### config.mk
export PLATFORM = sky130hd
export DESIGN_NAME = approx_adder_error_monitor
export DESIGN_NICKNAME = d
export VERILOG_FILES = /design/src/rtl/approx_eval_pkg.sv /design/src/rtl/approx_err_stage.sv /design/src/rtl/approx_adder_error_monitor.sv
export SDC_FILE = /design/constraint.sdc
export NUM_CORES = 1
export LEC_CHECK = 0
export BUFFER_PORTS_ARGS = -buffer_cell sky130_fd_sc_hd__buf_2
export CORE_AREA = 2 2 260 262
export CTS_BUF_LIST = sky130_fd_sc_hd__clkbuf_2
export CTS_CLUSTER_DIAMETER = 30
export CTS_CLUSTER_SIZE = 28
export DETAILED_ROUTE_END_ITERATION = 16
export DIE_AREA = 0 0 262 264
export SLEW_MARGIN = 20
export SYNTH_ARGS = -nofsm -noshare
export SYNTH_HDL_FRONTEND = slang
export SYNTH_HIERARCHICAL = 1
export SYNTH_SLANG_ARGS = --single-unit
### constraint.sdc
create_clock -name clk -period 10.4 [get_ports clk]
set_clock_uncertainty 0.1 [all_clocks]
set_input_delay 0 -clock clk [delete_from_list [all_inputs] [get_ports clk]]
set_output_delay 0 -clock clk [all_outputs]
set_load 0.03 [all_outputs]
### src/rtl/approx_eval_pkg.sv
// Shared types and width helpers for the approximate-adder error evaluation slice.
package approx_eval_pkg;

  typedef enum logic [1:0] {
    IDLE  = 2'd0,
    RUN   = 2'd1,
    DRAIN = 2'd2,
    DONE  = 2'd3
  } state_t;

  // Signed error of a (WIDTH+1)-bit sum against a (WIDTH+1)-bit exact sum.
  function automatic int err_width(input int width);
    return width + 2;
  endfunction

  // Squared-error accumulator: max err^2 is 2*(WIDTH+1) bits, plus CNT_W bits of growth.
  function automatic int acc_width(input int width, input int cnt_w);
    return 2 * (width + 1) + cnt_w;
  endfunction

endpackage

### src/rtl/approx_err_stage.sv
// Combinational error datapath: exact sum, signed error, |err|, err^2 and nonzero flag.
module approx_err_stage
  import approx_eval_pkg::*;
#(
  parameter int WIDTH = 16
) (
  input  logic [WIDTH-1:0]       in1,
  input  logic [WIDTH-1:0]       in2,
  input  logic [WIDTH:0]         approx_sum,
  output logic [WIDTH:0]         abs_err,
  output logic [2*(WIDTH+1)-1:0] sq_err,
  output logic                   nonzero
);

  localparam int EW = err_width(WIDTH);
  localparam int SW = 2 * (WIDTH + 1);

  logic [WIDTH:0]        exact;
  logic signed [EW-1:0]  err;

  always_comb begin
    exact = {1'b0, in1} + {1'b0, in2};
    err   = $signed({1'b0, approx_sum}) - $signed({1'b0, exact});
  end

  // Magnitude taken from the unsigned difference in the right direction, so it fits WIDTH+1 bits.
  always_comb begin
    abs_err = err[EW-1] ? (exact - approx_sum) : (approx_sum - exact);
    sq_err  = SW'(abs_err) * SW'(abs_err);
    nonzero = |err;
  end

endmodule

### src/rtl/approx_adder_error_monitor.sv
// Streaming error-statistics monitor for an approximate adder: counts, |err| sum, err^2 sum, max |err|.
module approx_adder_error_monitor
  import approx_eval_pkg::*;
#(
  parameter int WIDTH     = 16,
  parameter int CNT_W     = 16,
  parameter int N_SAMPLES = 1000,
  parameter int ACC_W     = acc_width(WIDTH, CNT_W)
) (
  input  logic                     clk,
  input  logic                     rst,
  input  logic                     start,
  input  logic                     in_valid,
  output logic                     in_ready,
  input  logic [WIDTH-1:0]         in1,
  input  logic [WIDTH-1:0]         in2,
  input  logic [WIDTH:0]           approx_sum,
  output logic                     busy,
  output logic                     done,
  output logic [CNT_W-1:0]         n_samples,
  output logic [CNT_W-1:0]         n_errors,
  output logic [WIDTH+CNT_W:0]     sum_abs_err,
  output logic [ACC_W-1:0]         sum_sq_err,
  output logic [WIDTH:0]           max_abs_err
);

  localparam int SW  = 2 * (WIDTH + 1);
  localparam int SAW = WIDTH + 1 + CNT_W;

  state_t state;

  logic             transfer, clear, last_accept, pipe_empty;
  logic [CNT_W-1:0] accept_cnt;

  logic             v1, v2, v3;
  logic [WIDTH-1:0] s1_in1, s1_in2;
  logic [WIDTH:0]   s1_sum;

  logic [WIDTH:0]   st_abs;
  logic [SW-1:0]    st_sq;
  logic             st_nz;

  logic [WIDTH:0]   s2_abs;
  logic [SW-1:0]    s2_sq;
  logic             s2_nz;

  logic [CNT_W-1:0] a_cnt, a_err;
  logic [SAW-1:0]   a_abs;
  logic [ACC_W-1:0] a_sq;
  logic [WIDTH:0]   a_max;

  assign in_ready    = (state == RUN);
  assign busy        = (state == RUN) || (state == DRAIN);
  assign done        = (state == DONE);
  assign transfer    = in_valid && in_ready;
  assign clear       = start && ((state == IDLE) || (state == DONE));
  assign last_accept = transfer && (accept_cnt == CNT_W'(N_SAMPLES - 1));
  assign pipe_empty  = !v1 && !v2 && !v3;

  always_ff @(posedge clk) begin
    if (rst) begin
      state <= IDLE;
    end else begin
      case (state)
        IDLE:    if (start) state <= RUN;
        RUN:     if (last_accept) state <= DRAIN;
        DRAIN:   if (pipe_empty) state <= DONE;
        DONE:    if (start) state <= RUN;
        default: state <= IDLE;
      endcase
    end
  end

  approx_err_stage #(.WIDTH(WIDTH)) u_err (
    .in1        (s1_in1),
    .in2        (s1_in2),
    .approx_sum (s1_sum),
    .abs_err    (st_abs),
    .sq_err     (st_sq),
    .nonzero    (st_nz)
  );

  // Accumulators update two edges after acceptance; the result ports are a registered
  // copy one edge later, and v3 keeps DRAIN waiting until that copy has landed.
  always_ff @(posedge clk) begin
    if (rst || clear) begin
      accept_cnt  <= '0;
      v1          <= 1'b0;
      v2          <= 1'b0;
      v3          <= 1'b0;
      s1_in1      <= '0;
      s1_in2      <= '0;
      s1_sum      <= '0;
      s2_abs      <= '0;
      s2_sq       <= '0;
      s2_nz       <= 1'b0;
      a_cnt       <= '0;
      a_err       <= '0;
      a_abs       <= '0;
      a_sq        <= '0;
      a_max       <= '0;
      n_samples   <= '0;
      n_errors    <= '0;
      sum_abs_err <= '0;
      sum_sq_err  <= '0;
      max_abs_err <= '0;
    end else begin
      v1 <= transfer;
      v2 <= v1;
      v3 <= v2;
      if (transfer) begin
        accept_cnt <= accept_cnt + CNT_W'(1);
        s1_in1     <= in1;
        s1_in2     <= in2;
        s1_sum     <= approx_sum;
      end
      if (v1) begin
        s2_abs <= st_abs;
        s2_sq  <= st_sq;
        s2_nz  <= st_nz;
      end
      if (v2) begin
        a_cnt <= a_cnt + CNT_W'(1);
        a_err <= a_err + CNT_W'(s2_nz);
        a_abs <= a_abs + SAW'(s2_abs);
        a_sq  <= a_sq + ACC_W'(s2_sq);
        if (s2_abs > a_max) a_max <= s2_abs;
      end
      n_samples   <= a_cnt;
      n_errors    <= a_err;
      sum_abs_err <= a_abs;
      sum_sq_err  <= a_sq;
      max_abs_err <= a_max;
    end
  end

endmodule

==> results of run 1 <==
worst max-delay path, delay by kind of cell (launching register included):
kind / cells / cell delay (ps)
AO/OA/AOI/OAI: 18 / 3620
XOR/XNOR: 3 / 440
adder cells (fa/ha/maj): 10 / 3930
AND/OR/NAND/NOR: 6 / 540
buffers and inverters: 8 / 810
flip-flops: 1 / 360
multiplexers: 1 / 90
state kept, by name, summed over array words and instances, names as in the netlist, 33 cells and up:
signal / count
a_sq: 50
sum_abs_err: 33
sum_sq_err: 50
s2_sq: 34
a_abs: 33
routing by layer:
metal / vias to the layer above / wire length (um) / track usage
li1: 11160 / - / -
met1: 10610 / 32890 / 0.2777
met2: 555 / 33990 / 0.3449
met5: - / 0 / 0
met3: 158 / 3471 / 0.03569
met4: 0 / 2243 / 0.07192
synthesized netlist by cell type, drive strengths merged (5+ instances only):
| cell | instances |
|---|---|
| and2 | 124 |
| nor3 | 32 |
| o21bai | 14 |
| a21oi | 195 |
| and4 | 11 |
| a2bb2oi | 7 |
| a211oi | 20 |
| o211ai | 13 |
| inv | 349 |
| nand2b | 23 |
| or2 | 12 |
| o31ai | 11 |
| nor2b | 21 |
| nand4 | 33 |
| nand3 | 45 |
| o211a | 6 |
| a21o | 56 |
| dfxtp | 386 |
| a31oi | 21 |
| xor2 | 66 |
| nand2 | 293 |
| nor4 | 7 |
| nor2 | 334 |
| clkbuf | 96 |
| o21ai | 88 |
| ha | 229 |
| mux2 | 14 |
| o21a | 23 |
| buf | 39 |
| o31a | 5 |
| a41oi | 5 |
| and3 | 33 |
| or4 | 15 |
| or3 | 15 |
| mux2i | 103 |
| xnor2 | 89 |
| fa | 197 |
final cells by class:
type                    count  area [sq um]
diodes                      8         20.02
clock buffers              87         435.4
clock inverters            56         704.4
fillers                  6352         33590
inverters                 349          1320
multi-input cells        2221         17780
flip-flops and latches    386          7740
well taps                 873          1092
repair buffers            503          3882
worst paths after layout:
path                     startpoint                          end  cells past startpoint
max          s1_in1[0]$_SDFFE_PP0P_       s2_sq[26]$_SDFFE_PP0P_                     46
min                             rst  accept_cnt[12]$_SDFFE_PP0P_                      4
max reg2reg  s1_in1[0]$_SDFFE_PP0P_       s2_sq[26]$_SDFFE_PP0P_                     46
min reg2reg   a_sq[23]$_SDFFE_PP0P_    sum_sq_err[23]$_SDFF_PP0_                      1
logic make-up after synthesis:
group                    synth area share
AO/OA/AOI/OAI                      0.1213
XOR/XNOR                          0.05083
adder cells (fa/ha/maj)            0.2521
buffers and inverters             0.06954
flip-flops                         0.2861
multiplexers                      0.04415
other                           0.0001389
AND/OR/NAND/NOR                    0.1757
repair_timing:
| action | 4_1_cts | 5_1_grt |
|---|---|---|
| hold endpoints to repair | 242 | 0 |
| pin swaps | 3 | 60 |
| resized for setup | 7 | 104 |
| cloned | 0 | 0 |
| hold buffers | 203 | 0 |
| setup endpoints to repair | 4 | 18 |
| buffers inserted | 2 | 17 |
per-stage QoR:
| stage | std cells | utilization |
|---|---|---|
| floorplan | 3091 | - |
| global placement | 4110 | 0.4391 |
| detailed placement | 4110 | 0.4391 |
| CTS | 4458 | 0.4875 |
| global route | 4482 | 0.4954 |
| finish | 4483 | 0.4954 |
==> key figures, run 1 <==
Routing
  • Count of TritonRoute iterations in the first routing pass: 6
  • Number of DRC markers after the initial detailed-route iteration: 1257
  • Antenna violation net count after detailed routing: 0
  • WL per Instance: 16.19 um
  • Detail-routed via count per cell: 5.016
  • DR DRC count: 0
  • Count of vias placed by the detailed router: 22490
  • Wire length reported by the detailed router: 72600 um

Clock tree
  • Clock insertion delay at the later pin of the skew report: 1080 ps
  • Clock tree from TritonCTS: done
  • Maximum root-to-sink buffer count: 3
  • Clock transition time at the flip-flop clock pins of the worst setup and hold paths: 130 ps
  • Clock H-tree levels: 3
  • Number of sinks driven by the clock tree: 386
  • TritonCTS Buffers: 78
  • Root buffer selected by CTS: sky130_fd_sc_hd__clkbuf_2

Logic synthesis
  • Cell count after synthesis: 3091
  • Sequential-to-total area share from yosys stat: 0.2861
  • Mapped Nets: 3570
  • Post-Synthesis Mean Instance Area: 8.737 sq um
  • Post-synthesis instance area: 27010 sq um
  • Leading post-synthesis cells by cell area: sky130_fd_sc_hd__dfxtp_1, sky130_fd_sc_hd__fa_1, sky130_fd_sc_hd__ha_1
  • Fraction of post-synthesis cell area in the top cell type by area: 0.2861
  • Warnings from Yosys: 6
  • Flops & latches, synth: 386
  • Number of enable-type register cells in the synthesized netlist: 0
  • Cell variety after synth: 88
  • Fraction of synthesis flops using an asynchronous set or reset pin: 0
  • Cell type with the largest total area after synthesis: sky130_fd_sc_hd__dfxtp_1
  • Top FF cell, synth: sky130_fd_sc_hd__dfxtp_1

Critical path
  • Required time at the worst-slack endpoint: 11210 ps
  • Endpoint kind of the worst setup timing path: flip-flop
  • Slowest CP cell: sky130_fd_sc_hd__fa_1
  • Critical Setup Path Class: flip-flop to flip-flop
  • Crit-path max FO: 7
  • Setup slack on the worst flop-to-flop path: 390 ps
  • CP most frequent cell: sky130_fd_sc_hd__a21o_1
  • Slowest Stage Delay on Critical Path: 540 ps
  • Data arrival at the endpoint of the critical path: 10820 ps
  • Setup crit start kind: flip-flop

Flow run
  • Maximum capacitance violations: 0

Timing
  • Setup repair after global routing missed its margin: yes
  • Post-layout min period: 10010 ps
  • Total count of max-transition violations in the final report: 0
  • Tcrit/Tclk final: 0.9623
  • Worst-case hold slack: 193.8 ps
  • Final Setup Violations: 0
  • Worst Setup Slack, final: 391.6 ps
  • Setup tns final: 0 ps
  • Tightest Pin Transition: 1071 ps
  • Hold violation count in the final report: 0
  • Fmax: 0.09992 GHz
  • Relative slew margins: 0.2861

Floorplanning
  • Core footprint: 66560 sq um
  • Starting density of the core: 0.4057
  • Die Ht: 264 um
  • I/O Pins: 188
  • Total die area: 69170 sq um
  • Number of rows in the core area: 95
  • Die boundary width: 262 um

Global route
  • Total overflow reported by the global router: 0
  • GR Util All Layers: 0.2098
  • Number of global-route vias before repair: 22610
  • First-pass GRT wire length: 117000 um
  • Maximum number of pins on one net before global-route repair: 178
  • Initial antenna violation count: 6

Run status
  • Run status: finished clean

Place
  • Total of buffers placed on input and output ports: 187
  • Post-place instance area: 29230 sq um
  • Worst setup timing slack at the placement stage: -26.80 ps
  • Final weighted congestion of routability-driven global placement: 0.8940
  • DP Wirelength: 51470 um

Final layout
  • Layout overhead on the synthesized area: 22.10%
  • Fraction of final layout cells with drive strength greater than 1: 0.1605
  • Number of nets in the finished design: 4018
  • Final std cell area, no fill: 32980 sq um
  • Top library cells by usage in the layout, fill and taps aside: sky130_fd_sc_hd__dfxtp_1, sky130_fd_sc_hd__inv_1, sky130_fd_sc_hd__nor2_1
  • Most frequent standard cell in the layout excluding fill and tap cells: sky130_fd_sc_hd__dfxtp_1

Min path
  • Worst min-delay path category: input pin to flip-flop
Power of run 1 is not shown: default switching activity piles up to over one toggle a cycle in this logic, so the estimate is an artifact.
==> run 2, diff against run 1 <==
PLACE_DENSITY_LB_ADDON = 0.12   (was not set)
==> run 2 against run 1 <==
Critical path depth decreased by 6. Count of clock-buffer cells in the layout increased by 11. Flip-flop and latch count unchanged. Via count increased by 1.8%. Maximum frequency decreased by 0.94%. Routed wire length increased by 5.4%. Hold slack improved by 18 ps. Sequential share of layout area decreased by 0.34 points. Setup slack got worse by 95 ps. First-iteration DRC count decreased by 10%. Core utilization increased by 0.72 points. Critical endpoint is now s2_sq[30]$_SDFFE_PP0P_. Die area unchanged.
==> key figures, run 2 (synthesized netlist as in run 1, its figures left out) <==
Critical path
  • Crit-path max FO: 6 (-1)
  • Slowest CP cell: sky130_fd_sc_hd__fa_1
  • Endpoint kind of the worst setup timing path: flip-flop
  • Reg-to-reg critical path startpoint: s1_in2[0]$_SDFFE_PP0P_
  • Data arrival at the endpoint of the critical path: 10940 ps (+120 ps)
  • Number of cells on the worst reg-to-reg path: 40 (-13%)
  • CP most frequent cell: sky130_fd_sc_hd__fa_1
  • Critical Setup Path Class: flip-flop to flip-flop
  • Endpoint of the lowest-slack register-to-register path: s2_sq[30]$_SDFFE_PP0P_
  • Bufs and invs on worst path: 5 (-3)
  • Required time at the worst-slack endpoint: 11240 ps (+30 ps)
  • Setup slack on the worst flop-to-flop path: 300 ps (-90 ps)
  • Slowest Stage Delay on Critical Path: 580 ps (+40 ps)
  • Setup crit start kind: flip-flop
  • Top delay family on crit path: adder cells

Final layout
  • Area of all sequential standard cells: 7739 sq um (about the same)
  • Number of nets in the finished design: 4076 (+1.4%)
  • Top library cells by usage in the layout, fill and taps aside: sky130_fd_sc_hd__dfxtp_1, sky130_fd_sc_hd__inv_1, sky130_fd_sc_hd__nor2_1
  • Layout overhead on the synthesized area: 23.87%
  • Share of the core filled with cells in the final layout: 0.5026 (+0.007180)
  • Fraction of final layout cells with drive strength greater than 1: 0.1711 (+0.01060)
  • Leading registers by flop count: a_sq (50), sum_sq_err (50), s2_sq (34)
  • Area used by multi-input combinational logic: 17750 sq um (-0.17%)
  • Most frequent standard cell in the layout excluding fill and tap cells: sky130_fd_sc_hd__dfxtp_1
  • Post-Layout Cell Count: 4551 (+1.5%)
  • Layout fillers: 6276 (-1.2%)

Global route
  • Maximum number of pins on one net before global-route repair: 197 (+11%)
  • Initial antenna violation count: 4 (-2)
  • Number of global-route vias before repair: 23460 (+3.8%)
  • First-pass GRT wire length: 122300 um (+4.5%)
  • Total overflow reported by the global router: 0 (unchanged)
  • GR Util All Layers: 0.2203 (+0.01043)

Routing
  • Number of DRC markers after the initial detailed-route iteration: 1131 (-10%)
  • DR DRC count: 0 (unchanged)
  • Detail-routed via count per cell: 5.031 (+0.29%)
  • Count of TritonRoute iterations in the first routing pass: 5 (-1)
  • Wire length reported by the detailed router: 76550 um (+5.4%)
  • Count of vias placed by the detailed router: 22890 (+1.8%)
  • Antenna violation net count after detailed routing: 0 (unchanged)
  • WL per Instance: 16.82 um (+3.9%)

Place
  • Final weighted congestion of routability-driven global placement: 0.8915 (-0.28%)
  • Total of buffers placed on input and output ports: 187 (unchanged)
  • Number of placed cells counting well taps: 4163 (+1.3%)
  • DP Wirelength: 55870 um (+8.5%)

Run status
  • Run status: finished clean

Floorplanning
  • Total die area: 69170 sq um (unchanged)
  • Die boundary width: 262 um (unchanged)
  • Starting density of the core: 0.4057 (unchanged)
  • Core footprint: 66560 sq um (unchanged)
  • Number of rows in the core area: 95 (unchanged)
  • I/O Pins: 188 (unchanged)
  • Die Ht: 264 um (unchanged)

Timing
  • Relative slew margins: 0.3094 (+0.02327)
  • Setup repair after global routing missed its margin: yes
  • Final Setup Violations: 0 (unchanged)
  • Fmax: 0.09898 GHz (-0.94%)
  • Tcrit/Tclk final: 0.9715 (+0.009118)
  • Hold violation count in the final report: 0 (unchanged)
  • Total count of max-transition violations in the final report: 0 (unchanged)
  • Tightest Pin Transition: 1036 ps (-34.90 ps)
  • Post-layout min period: 10100 ps (+94.83 ps)

Clock tree
  • Clock transition time at the flip-flop clock pins of the worst setup and hold paths: 130 ps (about the same)
  • Root buffer selected by CTS: sky130_fd_sc_hd__clkbuf_2
  • Clock H-tree levels: 3 (unchanged)
  • Maximum root-to-sink buffer count: 3 (unchanged)
  • TritonCTS Buffers: 87 (+12%)
  • Clock tree from TritonCTS: done
  • Clock insertion delay at the later pin of the skew report: 1080 ps (about the same)
  • Number of sinks driven by the clock tree: 386 (unchanged)

Min path
  • Worst min-delay path category: input pin to flip-flop
  • Hold worst-path end: a_cnt[15]$_SDFFE_PP0P_
  • Worst hold path startpoint: rst
  • Cells on Worst Hold Path: 4 (unchanged)

Flow run
  • Maximum capacitance violations: 0 (unchanged)
run 2: cell types whose count changed in the layout (fill, tap and decap cells not counted), sizes merged:
cell,delta
clkbuf,+11
buf,+48
diode,-1
clkinv,-2
bufinv,+2
inv,-1
o21ai,+1
clkinvlp,+10
run 2: what timing repair did:
action,in CTS,in global routing
hold endpoints to repair,271,0
setup buffers,0,14
cloned,0,1
hold buffers,203,0
resized for setup,4,82
setup endpoints to repair,4,15
pin swaps,0,43
run 2: how the worst max path moves through the flow:
stage / cells after the start / slack, ps / end / startpoint
floorplan: 44 / 20 / s2_sq[30]$_SDFFE_PP0P_ / s1_in1[0]$_SDFFE_PP0P_
global placement: 42 / -230 / s2_sq[30]$_SDFFE_PP0P_ / s1_in1[0]$_SDFFE_PP0P_
detailed placement: 42 / -280 / s2_sq[30]$_SDFFE_PP0P_ / s1_in1[0]$_SDFFE_PP0P_
CTS: 41 / 10 / s2_sq[30]$_SDFFE_PP0P_ / s1_in1[0]$_SDFFE_PP0P_
global route: 40 / -60 / s2_sq[32]$_SDFFE_PP0P_ / s1_in2[0]$_SDFFE_PP0P_
finish: 40 / 300 / s2_sq[30]$_SDFFE_PP0P_ / s1_in2[0]$_SDFFE_PP0P_
run 2: through the flow:
step	instance area [sq um]	TNS (ps)	hold WS [ps]	setup slack, ps
floorplan	27040	0	-28.47	17.40
global placement	29640	-753.7	142.9	-226.7
detailed placement	29640	-1076	145.2	-281.5
CTS	32990	0	93.15	11.48
global route	33450	-144.3	142.2	-63.90
finish	33450	0	212.0	296.7
run 2: tightest hold or removal path: stages:
cell and delay (ps):
sky130_fd_sc_hd__dlygate4sd3_1 560, sky130_fd_sc_hd__buf_2 140, sky130_fd_sc_hd__a21o_4 400, sky130_fd_sc_hd__nor2_1 180
run 2: area by class of cell:
cell class | instances | share of cell area
Multi-Input combinational cell | 2222 | 0.5306
Inverter | 349 | 0.03938
Antenna cell | 7 | 0.0005236
Timing Repair Buffer | 551 | 0.1266
Clock buffer | 98 | 0.01466
Clock inverter | 65 | 0.02424
Sequential cell | 386 | 0.2313
Tap cell | 873 | 0.03265
run 2: per-layer routing:
layer	vias to the layer above	share of wire	track usage
met5	-	0	0
met3	175	0.034	0.02715
met2	437	0.48	0.3719
li1	11310	-	-
met4	0	0.027	0.06749
met1	10980	0.46	0.2928
Power of run 2 is left out for the same reason.
